$ cat config.mk
export PLATFORM = sky130hd
export DESIGN_NAME = uart_rx_frame_ctrl_flat
export DESIGN_NICKNAME = d
export VERILOG_FILES = /design/src/rtl/uart_rx_frame_ctrl_pkg.sv /design/src/rtl/uart_rx_frame_ctrl_if.sv /design/src/rtl/uart_rx_frame_ctrl_bit_timer.sv /design/src/rtl/uart_rx_frame_ctrl.sv /design/src/flat_wrapper.sv
export SDC_FILE = /design/constraint.sdc
export NUM_CORES = 1
export LEC_CHECK = 0
export BUFFER_PORTS_ARGS = -buffer_cell sky130_fd_sc_hd__buf_2
export CAP_MARGIN = 20
export CELL_PAD_IN_SITES_DETAIL_PLACEMENT = 1
export CELL_PAD_IN_SITES_GLOBAL_PLACEMENT = 2
export CORE_ASPECT_RATIO = 1.5
export CORE_UTILIZATION = 38
export DETAILED_ROUTE_END_ITERATION = 16
export PLACE_DENSITY = 0.81
export SLEW_MARGIN = 0
export SYNTH_ARGS = -nofsm -noshare
export SYNTH_HDL_FRONTEND = slang
export SYNTH_SLANG_ARGS = --single-unit
$ cat constraint.sdc
create_clock -name clk -period 5.3 [get_ports clk]
set_clock_uncertainty 0.2 [all_clocks]
set_input_delay 1.06 -clock clk [delete_from_list [all_inputs] [get_ports clk]]
set_output_delay 1.06 -clock clk [all_outputs]
set_load 0.005 [all_outputs]
$ cat src/rtl/uart_rx_frame_ctrl_pkg.sv
// uart_rx_pkg: shared types, limits and helpers for the UART receive
// frame controller (state encoding, data-width limits, parity check,
// data-width clamp).
package uart_rx_pkg;

    typedef enum logic [2:0] {
        ST_IDLE   = 3'd0,
        ST_START  = 3'd1,
        ST_DATA   = 3'd2,
        ST_PARITY = 3'd3,
        ST_STOP   = 3'd4,
        ST_DONE   = 3'd5
    } uart_rx_state_e;

    localparam int MIN_DATA_BITS      = 5;
    localparam int MAX_DATA_BITS      = 9;
    localparam int DEFAULT_OVERSAMPLE = 16;

    // Parity is bad when data XOR plus the parity bit does not give the
    // configured sense (1 for odd, 0 for even).
    function automatic logic parity_fail(input logic data_xor,
                                         input logic parity_bit,
                                         input logic odd);
        return ((data_xor ^ parity_bit) != odd);
    endfunction

    // Force a requested data width into the supported range.
    function automatic logic [3:0] clamp_data_bits(input logic [3:0] req,
                                                   input logic [3:0] max_bits);
        logic [3:0] res;
        if (req < 4'(MIN_DATA_BITS)) begin
            res = 4'(MIN_DATA_BITS);
        end else if (req > max_bits) begin
            res = max_bits;
        end else begin
            res = req;
        end
        return res;
    endfunction

endpackage

$ cat src/rtl/uart_rx_frame_ctrl_if.sv
// uart_rx_frame_ctrl_if: controller-to-shift-register bundle.
//   sample_enable / bit_sample / bit_count : data-bit sample strobe, value, 1-based index
//   is_data_bit                            : high while data bits are being received
//   frame_complete                         : one-cycle end-of-frame pulse
//   busy                                   : frame in progress
//   parity_error / framing_error / break_detect : status, valid with frame_complete
// master = frame controller, slave = shift register / status consumer.
interface uart_rx_frame_ctrl_if;
    logic       sample_enable;
    logic       bit_sample;
    logic [3:0] bit_count;
    logic       is_data_bit;
    logic       frame_complete;
    logic       busy;
    logic       parity_error;
    logic       framing_error;
    logic       break_detect;

    modport master (
        output sample_enable, bit_sample, bit_count, is_data_bit,
               frame_complete, busy, parity_error, framing_error, break_detect
    );

    modport slave (
        input  sample_enable, bit_sample, bit_count, is_data_bit,
               frame_complete, busy, parity_error, framing_error, break_detect
    );
endinterface

$ cat src/rtl/uart_rx_frame_ctrl_bit_timer.sv
// uart_rx_bit_timer: oversample tick counter for the UART receiver.
//   clk, rst  : clock, asynchronous active-high reset
//   tick      : oversample tick; counter advances only on ticks
//   clear     : synchronous clear (wins over tick)
//   mid_start : tick that lands half a bit after the counter was cleared
//   mid_bit   : tick that completes a full bit period (counter wraps)
module uart_rx_bit_timer #(
    parameter int OVERSAMPLE = 16
) (
    input  logic clk,
    input  logic rst,
    input  logic tick,
    input  logic clear,
    output logic mid_start,
    output logic mid_bit
);
    localparam int CW = $clog2(OVERSAMPLE);
    localparam logic [CW-1:0] HALF_LAST = CW'(OVERSAMPLE / 2 - 1);
    localparam logic [CW-1:0] FULL_LAST = CW'(OVERSAMPLE - 1);

    logic [CW-1:0] cnt_r;

    // Tick counter; wraps naturally modulo OVERSAMPLE.
    always_ff @(posedge clk or posedge rst) begin
        if (rst) begin
            cnt_r <= '0;
        end else if (clear) begin
            cnt_r <= '0;
        end else if (tick) begin
            cnt_r <= cnt_r + CW'(1);
        end
    end

    assign mid_start = tick && (cnt_r == HALF_LAST);
    assign mid_bit   = tick && (cnt_r == FULL_LAST);

endmodule

$ cat src/rtl/uart_rx_frame_ctrl.sv
// uart_rx_frame_ctrl: frame-sequencing FSM for the UART receive path.
//   clk, rst        : clock, asynchronous active-high reset
//   baud_tick       : oversample tick (OVERSAMPLE per bit)
//   rx_sync         : synchronized RX line, idle high
//   rx_enable       : permits detection of a new frame
//   data_bits, parity_en, parity_odd, two_stop : frame format, latched at start
//   bus (master)    : sample strobe / index / status outputs, all registered
module uart_rx_frame_ctrl #(
    parameter int OVERSAMPLE    = uart_rx_pkg::DEFAULT_OVERSAMPLE,
    parameter int MAX_DATA_BITS = uart_rx_pkg::MAX_DATA_BITS
) (
    input  logic                 clk,
    input  logic                 rst,
    input  logic                 baud_tick,
    input  logic                 rx_sync,
    input  logic                 rx_enable,
    input  logic [3:0]           data_bits,
    input  logic                 parity_en,
    input  logic                 parity_odd,
    input  logic                 two_stop,
    uart_rx_frame_ctrl_if.master bus
);
    import uart_rx_pkg::*;

    uart_rx_state_e state_r, next_state_s;

    logic       timer_clear_s, mid_start_s, mid_bit_s;
    logic [3:0] cfg_bits_r;
    logic       cfg_par_en_r, cfg_par_odd_r, cfg_two_stop_r;
    logic       xor_r, all_zero_r, par_bit_r, par_fail_r, frame_fail_r;
    logic       stop0_r, stop_second_r;

    logic       sample_enable_r, bit_sample_r, is_data_bit_r, frame_complete_r;
    logic       busy_r, parity_error_r, framing_error_r, break_detect_r;
    logic [3:0] bit_count_r;

    uart_rx_bit_timer #(.OVERSAMPLE(OVERSAMPLE)) u_timer (
        .clk       (clk),
        .rst       (rst),
        .tick      (baud_tick),
        .clear     (timer_clear_s),
        .mid_start (mid_start_s),
        .mid_bit   (mid_bit_s)
    );

    // FSM state register.
    always_ff @(posedge clk or posedge rst) begin
        if (rst) begin
            state_r <= ST_IDLE;
        end else begin
            state_r <= next_state_s;
        end
    end

    // Next-state logic and tick-counter clear.
    always_comb begin
        next_state_s  = state_r;
        timer_clear_s = 1'b0;
        case (state_r)
            ST_IDLE: begin
                timer_clear_s = 1'b1;
                if (baud_tick && rx_enable && !rx_sync) begin
                    next_state_s = ST_START;
                end else begin
                    next_state_s = ST_IDLE;
                end
            end
            ST_START: begin
                if (mid_start_s) begin
                    // Counter restarts at mid start bit so every later
                    // wrap lands in the middle of a bit.
                    timer_clear_s = 1'b1;
                    next_state_s  = rx_sync ? ST_IDLE : ST_DATA;
                end else begin
                    next_state_s = ST_START;
                end
            end
            ST_DATA: begin
                if (mid_bit_s && ((bit_count_r + 4'd1) == cfg_bits_r)) begin
                    next_state_s = cfg_par_en_r ? ST_PARITY : ST_STOP;
                end else begin
                    next_state_s = ST_DATA;
                end
            end
            ST_PARITY: begin
                if (mid_bit_s) begin
                    next_state_s = ST_STOP;
                end else begin
                    next_state_s = ST_PARITY;
                end
            end
            ST_STOP: begin
                if (mid_bit_s && (!cfg_two_stop_r || stop_second_r)) begin
                    next_state_s = ST_DONE;
                end else begin
                    next_state_s = ST_STOP;
                end
            end
            ST_DONE: begin
                next_state_s = ST_IDLE;
            end
            default: begin
                next_state_s = ST_IDLE;
            end
        endcase
    end

    // Frame datapath: config latch, sampling, parity/stop checks and
    // registered outputs.
    always_ff @(posedge clk or posedge rst) begin
        if (rst) begin
            cfg_bits_r       <= 4'd0;
            cfg_par_en_r     <= 1'b0;
            cfg_par_odd_r    <= 1'b0;
            cfg_two_stop_r   <= 1'b0;
            xor_r            <= 1'b0;
            all_zero_r       <= 1'b0;
            par_bit_r        <= 1'b0;
            par_fail_r       <= 1'b0;
            frame_fail_r     <= 1'b0;
            stop0_r          <= 1'b0;
            stop_second_r    <= 1'b0;
            sample_enable_r  <= 1'b0;
            bit_sample_r     <= 1'b0;
            bit_count_r      <= 4'd0;
            is_data_bit_r    <= 1'b0;
            frame_complete_r <= 1'b0;
            busy_r           <= 1'b0;
            parity_error_r   <= 1'b0;
            framing_error_r  <= 1'b0;
            break_detect_r   <= 1'b0;
        end else begin
            sample_enable_r  <= 1'b0;
            frame_complete_r <= 1'b0;
            busy_r           <= (next_state_s != ST_IDLE);
            is_data_bit_r    <= (next_state_s == ST_DATA);
            case (state_r)
                ST_IDLE: begin
                    if (next_state_s == ST_START) begin
                        cfg_bits_r     <= clamp_data_bits(data_bits, 4'(MAX_DATA_BITS));
                        cfg_par_en_r   <= parity_en;
                        cfg_par_odd_r  <= parity_odd;
                        cfg_two_stop_r <= two_stop;
                        xor_r          <= 1'b0;
                        all_zero_r     <= 1'b1;
                        par_bit_r      <= 1'b0;
                        par_fail_r     <= 1'b0;
                        frame_fail_r   <= 1'b0;
                        stop0_r        <= 1'b1;
                        stop_second_r  <= 1'b0;
                    end
                end
                ST_START: begin
                end
                ST_DATA: begin
                    if (mid_bit_s) begin
                        sample_enable_r <= 1'b1;
                        bit_sample_r    <= rx_sync;
                        bit_count_r     <= bit_count_r + 4'd1;
                        xor_r           <= xor_r ^ rx_sync;
                        if (rx_sync) begin
                            all_zero_r <= 1'b0;
                        end
                    end
                end
                ST_PARITY: begin
                    if (mid_bit_s) begin
                        par_bit_r  <= rx_sync;
                        par_fail_r <= parity_fail(xor_r, rx_sync, cfg_par_odd_r);
                    end
                end
                ST_STOP: begin
                    if (mid_bit_s) begin
                        stop_second_r <= 1'b1;
                        if (!stop_second_r) begin
                            stop0_r <= rx_sync;
                        end
                        if (!rx_sync) begin
                            frame_fail_r <= 1'b1;
                        end
                        if (next_state_s == ST_DONE) begin
                            // Present status in the DONE cycle; the current
                            // stop sample is folded in directly.
                            frame_complete_r <= 1'b1;
                            parity_error_r   <= par_fail_r;
                            framing_error_r  <= frame_fail_r | ~rx_sync;
                            break_detect_r   <= all_zero_r
                                                && (!cfg_par_en_r || !par_bit_r)
                                                && (stop_second_r ? !stop0_r : !rx_sync);
                        end
                    end
                end
                ST_DONE: begin
                    bit_count_r     <= 4'd0;
                    bit_sample_r    <= 1'b0;
                    parity_error_r  <= 1'b0;
                    framing_error_r <= 1'b0;
                    break_detect_r  <= 1'b0;
                end
                default: begin
                end
            endcase
        end
    end

    assign bus.sample_enable  = sample_enable_r;
    assign bus.bit_sample     = bit_sample_r;
    assign bus.bit_count      = bit_count_r;
    assign bus.is_data_bit    = is_data_bit_r;
    assign bus.frame_complete = frame_complete_r;
    assign bus.busy           = busy_r;
    assign bus.parity_error   = parity_error_r;
    assign bus.framing_error  = framing_error_r;
    assign bus.break_detect   = break_detect_r;

endmodule

$ cat src/flat_wrapper.sv
// flat-port wrapper written by rule: the top's interface ports become plain ports
module uart_rx_frame_ctrl_flat import uart_rx_pkg::*;
#(
    parameter int OVERSAMPLE    = uart_rx_pkg::DEFAULT_OVERSAMPLE,
    parameter int MAX_DATA_BITS = uart_rx_pkg::MAX_DATA_BITS
)
  (clk, rst, baud_tick, rx_sync, rx_enable, data_bits, parity_en, parity_odd, two_stop, bus_sample_enable, bus_bit_sample, bus_bit_count, bus_is_data_bit, bus_frame_complete, bus_busy, bus_parity_error, bus_framing_error, bus_break_detect);
  uart_rx_frame_ctrl_if bus_i ();
  input  logic clk;
  input  logic rst;
  input  logic baud_tick;
  input  logic rx_sync;
  input  logic rx_enable;
  input  logic [3:0] data_bits;
  input  logic parity_en;
  input  logic parity_odd;
  input  logic two_stop;
  output wire logic [$bits(bus_i.sample_enable)-1:0] bus_sample_enable;
  output wire logic [$bits(bus_i.bit_sample)-1:0] bus_bit_sample;
  output wire logic [$bits(bus_i.bit_count)-1:0] bus_bit_count;
  output wire logic [$bits(bus_i.is_data_bit)-1:0] bus_is_data_bit;
  output wire logic [$bits(bus_i.frame_complete)-1:0] bus_frame_complete;
  output wire logic [$bits(bus_i.busy)-1:0] bus_busy;
  output wire logic [$bits(bus_i.parity_error)-1:0] bus_parity_error;
  output wire logic [$bits(bus_i.framing_error)-1:0] bus_framing_error;
  output wire logic [$bits(bus_i.break_detect)-1:0] bus_break_detect;
  assign bus_sample_enable = bus_i.sample_enable;
  assign bus_bit_sample = bus_i.bit_sample;
  assign bus_bit_count = bus_i.bit_count;
  assign bus_is_data_bit = bus_i.is_data_bit;
  assign bus_frame_complete = bus_i.frame_complete;
  assign bus_busy = bus_i.busy;
  assign bus_parity_error = bus_i.parity_error;
  assign bus_framing_error = bus_i.framing_error;
  assign bus_break_detect = bus_i.break_detect;
  uart_rx_frame_ctrl #(.OVERSAMPLE(OVERSAMPLE), .MAX_DATA_BITS(MAX_DATA_BITS)) u_core (.clk(clk), .rst(rst), .baud_tick(baud_tick), .rx_sync(rx_sync), .rx_enable(rx_enable), .data_bits(data_bits), .parity_en(parity_en), .parity_odd(parity_odd), .two_stop(two_stop), .bus(bus_i));
endmodule
==> results.md, run 1 <==
* Status: completed
* Initial DRC count at 10
* Setup tns final at 0 ns
* Initial antenna violation count at 0
* # clock sinks at 33
* WP data arrival at 2.39 ns
* DP Worst Slack at roughly 2.6 ns
* Die area at 4490 um^2
* R2R setup slack at 3.18 ns
* Avg WL per Cell at 15.7 um
* Ranking of synthesized cells by area: dfrtp_1, nand2_1, o21ai_0
* Fillers at between 400 and 500
* Vias in the first global route at 1204
* Total number of vias at 1202
* Worst-path clk slew at 0.07 ns
* Area leader, netlist: dfrtp_1
* Root buffer selected by CTS: clkbuf_8
* Fmax at slightly above 400 MHz
* Post-CTS Resized at 0
* TritonCTS buffer count at 5
* Syn Area/Cell at 10.5 um^2
* Yosys warnings at 0
* Most common cell after layout, fill and taps aside: dfrtp_1
* Clock Tree Buf Depth at 2
* Top FF cell, synth: dfrtp_1
* Data required, critical path at 5.28 ns
* TritonCTS clock tree: yes
* Most frequent cells in the layout: dfrtp_1, buf_2, nand2_1, nor2_1, o21ai_0
* Hold-fix buffers, CTS at 0
* Synthesized cell area at 1600 um^2
* Fin worst setup slack at 2.89 ns
* Die X at 55.0 um
* Core ar. at about 4000 um^2
* Max Cap Viol at 0
* Fin crit share at 45.4%
* Slew headroom at ~65%
* Met1 Use GR at 22.6%
* Area Growth Syn to Fin at 14.9%
* Starting Density at 40.1%
* CP Max Fanout at 17
* Setup violators final at 0
* DIE HEIGHT at 81.5 um
* DRT Pass-1 Iters at 3
* Routability Congestion at between 0.7 and 0.8
* Leak pwr at 0.894 nW
* Grt ovf at 0
* Vias per cell at 5.34
* Min Tclk post-route at 2.41 ns
* # diodes at 0
* Synth top area share at 51.5%
* Final hold vios at 0
* First-pass GRT wire length at 5980 um
* I/O Pins at 24
* GR met3 Demand/Resource at 4.44%
* Synthesized netlist cell count at 152
* VDD IR max at 0.000189 V
* Startpoint Class: primary input
* Most used routing layer: met2
* Share of layout cells above drive strength 1 at about a quarter
* DP Wirelength at 2680 um
* Critical path capture point type: register
* CTS HTree Levels at 2
* Unrepaired setup endpoints after global routing: false
* Antenna-violating nets left at 0
* DR DRC count at 0
* Drt total wl at 3540 um
* HP Class: register to register
* Ys async rst share at 100%
* Post-synthesis sequential area ratio at 51.5%
* Site row count at 28
* Synth unique cells at 45
* Crit path kind: primary input to register
* Post-CTS Setup Inserts at 0
* Tot GR Track Use at 19.3%
* Post-synth EDFFs at 0
* Pin count of the biggest net entering global routing at 34
* Seq cells post-synth at 33
* Final Max Slew Viols at 0
* M2 GR Usage at 32.4%
* Worst Max-Slew Pin Slew at between 0.5 and 0.6 ns
* P per Cell Area at 383 nW/um^2
* Syn Nets at 166
* Clock Latency Late Sink at about 0.29 ns
* Post-layout nets at 193
* Count of input and output buffers at 23
[where the power goes]
part           leakage (nW)  internal [mW]  switching (mW)
clock network        0.0439         0.0905          0.0930
registers             0.422          0.301          0.0537
logic                 0.428         0.0885          0.0787
[critical path, stage by stage]
cell      delay, ns
buf_2          0.13
inv_1          0.19
nand4_2        0.46
nand2_1        0.27
a211oi_2       0.07
and3_1         0.19
[metrics by stage]
stage | hold WS, ns | total power, mW | std cells | cell area (um^2) | utilization [%]
4_1_cts | 0.310 | 0.720 | 225 | 1840 | 46.1
3_3_place_gp | 0.292 | 0.517 | 217 | 1760 | 44.0
3_5_place_dp | 0.288 | 0.530 | 217 | 1760 | 44.0
2_1_floorplan | 0.266 | 0.487 | 152 | 1600 | -
6_report | 0.304 | 0.705 | 225 | 1840 | 46.1
5_1_grt | 0.332 | 0.749 | 225 | 1840 | 46.1
[synth_stat cells (2+ instances only)]
library cell and number:
buf_2 3, nor2_1 11, nand2_1 18, a21oi_1 4, inv_2 2, o21ai_0 9
mux2i_1 2, nor3_1 3, nand3_1 6, inv_1 5, dfrtp_1 33, o21a_1 2
nand4_1 2, mux2_2 4, xor2_1 5, ha_1 2, nand2b_1 3, nor3b_2 2
o21ai_1 6, xnor2_1 4, and3_1 2
[sequential cells by signal (all words and copies together) (netlist names), 3 cells and up]
| register | count |
|---|---|
| u_core.bus.bit_count | 4 |
| u_core.cfg_bits_r | 4 |
| u_core.state_r | 3 |
| u_core.u_timer.cnt_r | 4 |
[cell type report]
| class | instances | area (um^2) | area share, % |
|---|---|---|---|
| Tap cell | 45 | 56.3 | 3.06 |
| Sequential cell | 33 | 826 | 44.8 |
| Inverter | 7 | 26.3 | 1.43 |
| Multi-Input combinational cell | 108 | 724 | 39.3 |
| Clock buffer | 5 | 68.8 | 3.74 |
| Clock inverter | 3 | 17.5 | 0.951 |
| Timing Repair Buffer | 24 | 123 | 6.66 |
[path summary, 6_finish.rpt]
check	from	to	depth (start not counted)
worst max-delay path	rx_sync	u_core.bus.is_data_bit	6
worst min-delay path	u_core.frame_fail_r	u_core.frame_fail_r	1
worst max register to register	u_core.state_r[0]	u_core.bus.is_data_bit	5
worst min register to register	u_core.frame_fail_r	u_core.frame_fail_r	1
max in group asynchronous	rst	u_core.par_bit_r	3
min in group asynchronous	rst	u_core.bus.bit_count[1]	3
[metal layers]
metal | up-vias | wire length [um]
met5 | - | 0
met4 | 0 | 71
met3 | 6 | 87
met2 | 20 | 1850
met1 | 595 | 1530
li1 | 581 | -
[cell families after synthesis]
logic type	share of synthesized area (%)
fa+ha+maj	1.56
mux	4.06
compound gates	13.1
buf+inv	3.28
xor+xnor	7.34
flops	51.5
simple gates	19.1
Note: power is estimated with default switching activity, not from simulation.
==> run 2, diff against run 1 <==
--- a/config.mk
+++ b/config.mk
@@ -5,14 +5,15 @@
 export SDC_FILE = /design/constraint.sdc
 export NUM_CORES = 1
 export LEC_CHECK = 0
+export ABC_AREA = 1
 export BUFFER_PORTS_ARGS = -buffer_cell sky130_fd_sc_hd__buf_2
 export CAP_MARGIN = 20
 export CELL_PAD_IN_SITES_DETAIL_PLACEMENT = 1
 export CELL_PAD_IN_SITES_GLOBAL_PLACEMENT = 2
 export CORE_ASPECT_RATIO = 1.5
-export CORE_UTILIZATION = 38
+export CORE_UTILIZATION = 30
 export DETAILED_ROUTE_END_ITERATION = 16
-export PLACE_DENSITY = 0.81
+export PLACE_DENSITY = 0.73
 export SLEW_MARGIN = 0
 export SYNTH_ARGS = -nofsm -noshare
 export SYNTH_HDL_FRONTEND = slang
==> constraint.sdc (replaced) <==
create_clock -name clk -period 1.9 [get_ports clk]
set_clock_uncertainty 0.2 [all_clocks]
set_input_delay 0.38 -clock clk [delete_from_list [all_inputs] [get_ports clk]]
set_output_delay 0.38 -clock clk [all_outputs]
set_load 0.005 [all_outputs]
==> results.md, run 2 <==
* Pin count of the biggest net entering global routing at 34
* Synthesized cell area at 1660 um^2
* Fin worst setup slack at 0.121 ns
* Yosys warnings at 0
* Post-synth EDFFs at 0
* Startpoint Class: register
* Top FF cell, synth: dfrtp_1
* Drt total wl at between 4000 and 5000 um
* Synthesized netlist cell count at 200
* Min Tclk post-route at 1.78 ns
* Site row count at 32
* CP Max Fanout at 3
* Min Hold Slack at -0.0109 ns
* Most frequent cell after synthesis: nand2_1
* DP Worst Slack at 0.0830 ns
* Data required, critical path at 1.87 ns
* Seq cells post-synth at 33
* Syn Area/Cell at 8.31 um^2
* Crit path kind: register to register
* Area leader, netlist: dfrtp_1
* Status: finished, violations left
* Worst-path clk slew at 0.06 ns
* Setup tns final at 0 ns
* Ys async rst share at 100%
* Final instance area at 1980 um^2
* DRT Pass-1 Iters at 4
* DR DRC count at 0
* Count of input and output buffers at 23
* TritonCTS clock tree: yes
* Post-CTS Setup Inserts at 0
* Slew headroom at approximately 70%
* Starting Density at 31.7%
* Fmax at 562 MHz
* R2R Path End: u_core.bus.busy
* Routability Congestion at 0.742
* Critical path capture point type: register
* Initial DRC count at 29
* Antenna-violating nets left at 0
* # clock sinks at 33
* Worst Max-Slew Pin Slew at between 0.4 and 0.5 ns
* Avg WL per Cell at 13.3 um
* Met1 Use GR at between 10% and 20%
* Initial antenna violation count at 0
* First-pass GRT wire length at 7250 um
* Root buffer selected by CTS: clkbuf_8
* DIE HEIGHT at 93.2 um
* Post-layout nets at 249
* Share of layout cells above drive strength 1 at 23.9%
* Max stage delay on crit path at 0.38 ns
* Tot GR Track Use at 16.5%
* Most used routing layer: met2
* CTS HTree Levels at 2
* Post-CTS Resized at 0
* DP Area at 1900 um^2
* Final Max Slew Viols at 0
* Max Cap Viol at 0
* TritonCTS buffer count at 5
* HP Class: primary input to asynchronous set/reset pin
* Synth unique cells at 30
* Slowest CP cell: dfrtp_1
* Vias per cell at around 4.6
* Layout Utilization at 37.7%
* Worst r2r path cells at 7
* GR met3 Demand/Resource at around 3%
* Core ar. at 5250 um^2
* Ranking of synthesized cells by area: dfrtp_1, nand2_1, inv_1
* Clock Latency Late Sink at 0.28 ns
* Total number of vias at approximately 1400
* Crit-path most repeated cell: nand3_1
* Die area at just under 6000 um^2
* Crit Reg-Reg Startpoint: u_core.bus.bit_count[0]
* I/O Pins at 24
* Clock Tree Buf Depth at 2
* Vias in the first global route at 1516
* R2R setup slack at about 0.12 ns
* Area Growth Syn to Fin at 18.9%
* Leak pwr at 1.04 nW
* Die X at 62.8 um
* P per Cell Area at 1040 nW/um^2
* Syn Nets at 214
* M2 GR Usage at a little under a third
* Post-synthesis sequential area ratio at 49.7%
* Hold-fix buffers, CTS at 0
* Grt ovf at 0
* # diodes at 0
* VDD IR max at 0.000499 V
* Synth top area share at 49.7%
* Setup violators final at 0
* Most common cell after layout, fill and taps aside: nand2_1
* Crit-path cells: ha_1 -> xnor2_1 -> nand3_1 -> nor2_2 -> nand3_1 -> a21oi_2 -> nand2_1
* WP data arrival at 1.75 ns
* Final hold vios at 30
* Most frequent cells in the layout: nand2_1, dfrtp_1, inv_1, buf_2
* Unrepaired setup endpoints after global routing: false
* DP Wirelength at 3170 um
* Fin crit share at 93.6%
* Post-synth top cells: nand2_1, dfrtp_1, inv_1, nand3_1, nor2_1
* Failing checks: hold timing
[run 2: metal layers]
layer	part of all wire [%]	up-vias
met1	39	666
met4	2.1	0
met3	2.2	5
met2	57	17
li1	-	704
met5	0	-
[run 2: worst max-delay path: cells and delay by family (launching register included)]
family | cells | cell delay, ns
and+or+nand+nor | 4 | 0.43
DFF | 1 | 0.38
adders and majority gates | 1 | 0.32
AOI/OAI and AO/OA | 1 | 0.18
xor gates and xnor gates | 1 | 0.15
[run 2: cell type report]
class / instances / area, um^2
clock buffer: 5 / 68.8
clock inverter: 1 / 5.00
fill: 657 / 3270
inverter: 36 / 135
multi-input combinational: 130 / 697
sequential: 33 / 826
tap: 68 / 85.1
timing repair buffer: 29 / 160
[run 2: through the flow]
step	std cells	total power, mW
after detailed placement	296	1.60
after floorplan	200	1.43
after CTS	302	2.09
after global routing	302	2.23
after global placement	296	1.59
final	302	2.05
[run 2: cells by family (layout without fill, tap and decap cells)]
group / Yosys count / after routing / share of synthesized area [%]
fa+ha+maj: 2 / 2 / 1.50
buf+inv: 37 / 71 / 8.43
simple gates: 94 / 94 / 27.3
xor+xnor: 4 / 4 / 2.11
compound gates: 30 / 30 / 11.0
flops: 33 / 33 / 49.7
[run 2: where the power goes]
part / switching, mW / internal [mW] / total, mW
logic: 0.370 / 0.221 / 0.590
clock network: 0.241 / 0.241 / 0.482
registers: 0.110 / 0.871 / 0.981
[run 2: worst max-delay path by stage]
stage | to | startpoint | depth (start not counted)
2_1_floorplan | u_core.bus.busy | u_core.bus.bit_count[0] | 7
3_3_place_gp | u_core.bus.busy | u_core.bus.bit_count[0] | 7
3_5_place_dp | u_core.bus.busy | u_core.bus.bit_count[0] | 7
4_1_cts | u_core.bus.busy | u_core.bus.bit_count[0] | 7
5_1_grt | u_core.bus.busy | u_core.u_timer.cnt_r[1] | 8
6_report | u_core.bus.busy | u_core.bus.bit_count[0] | 7
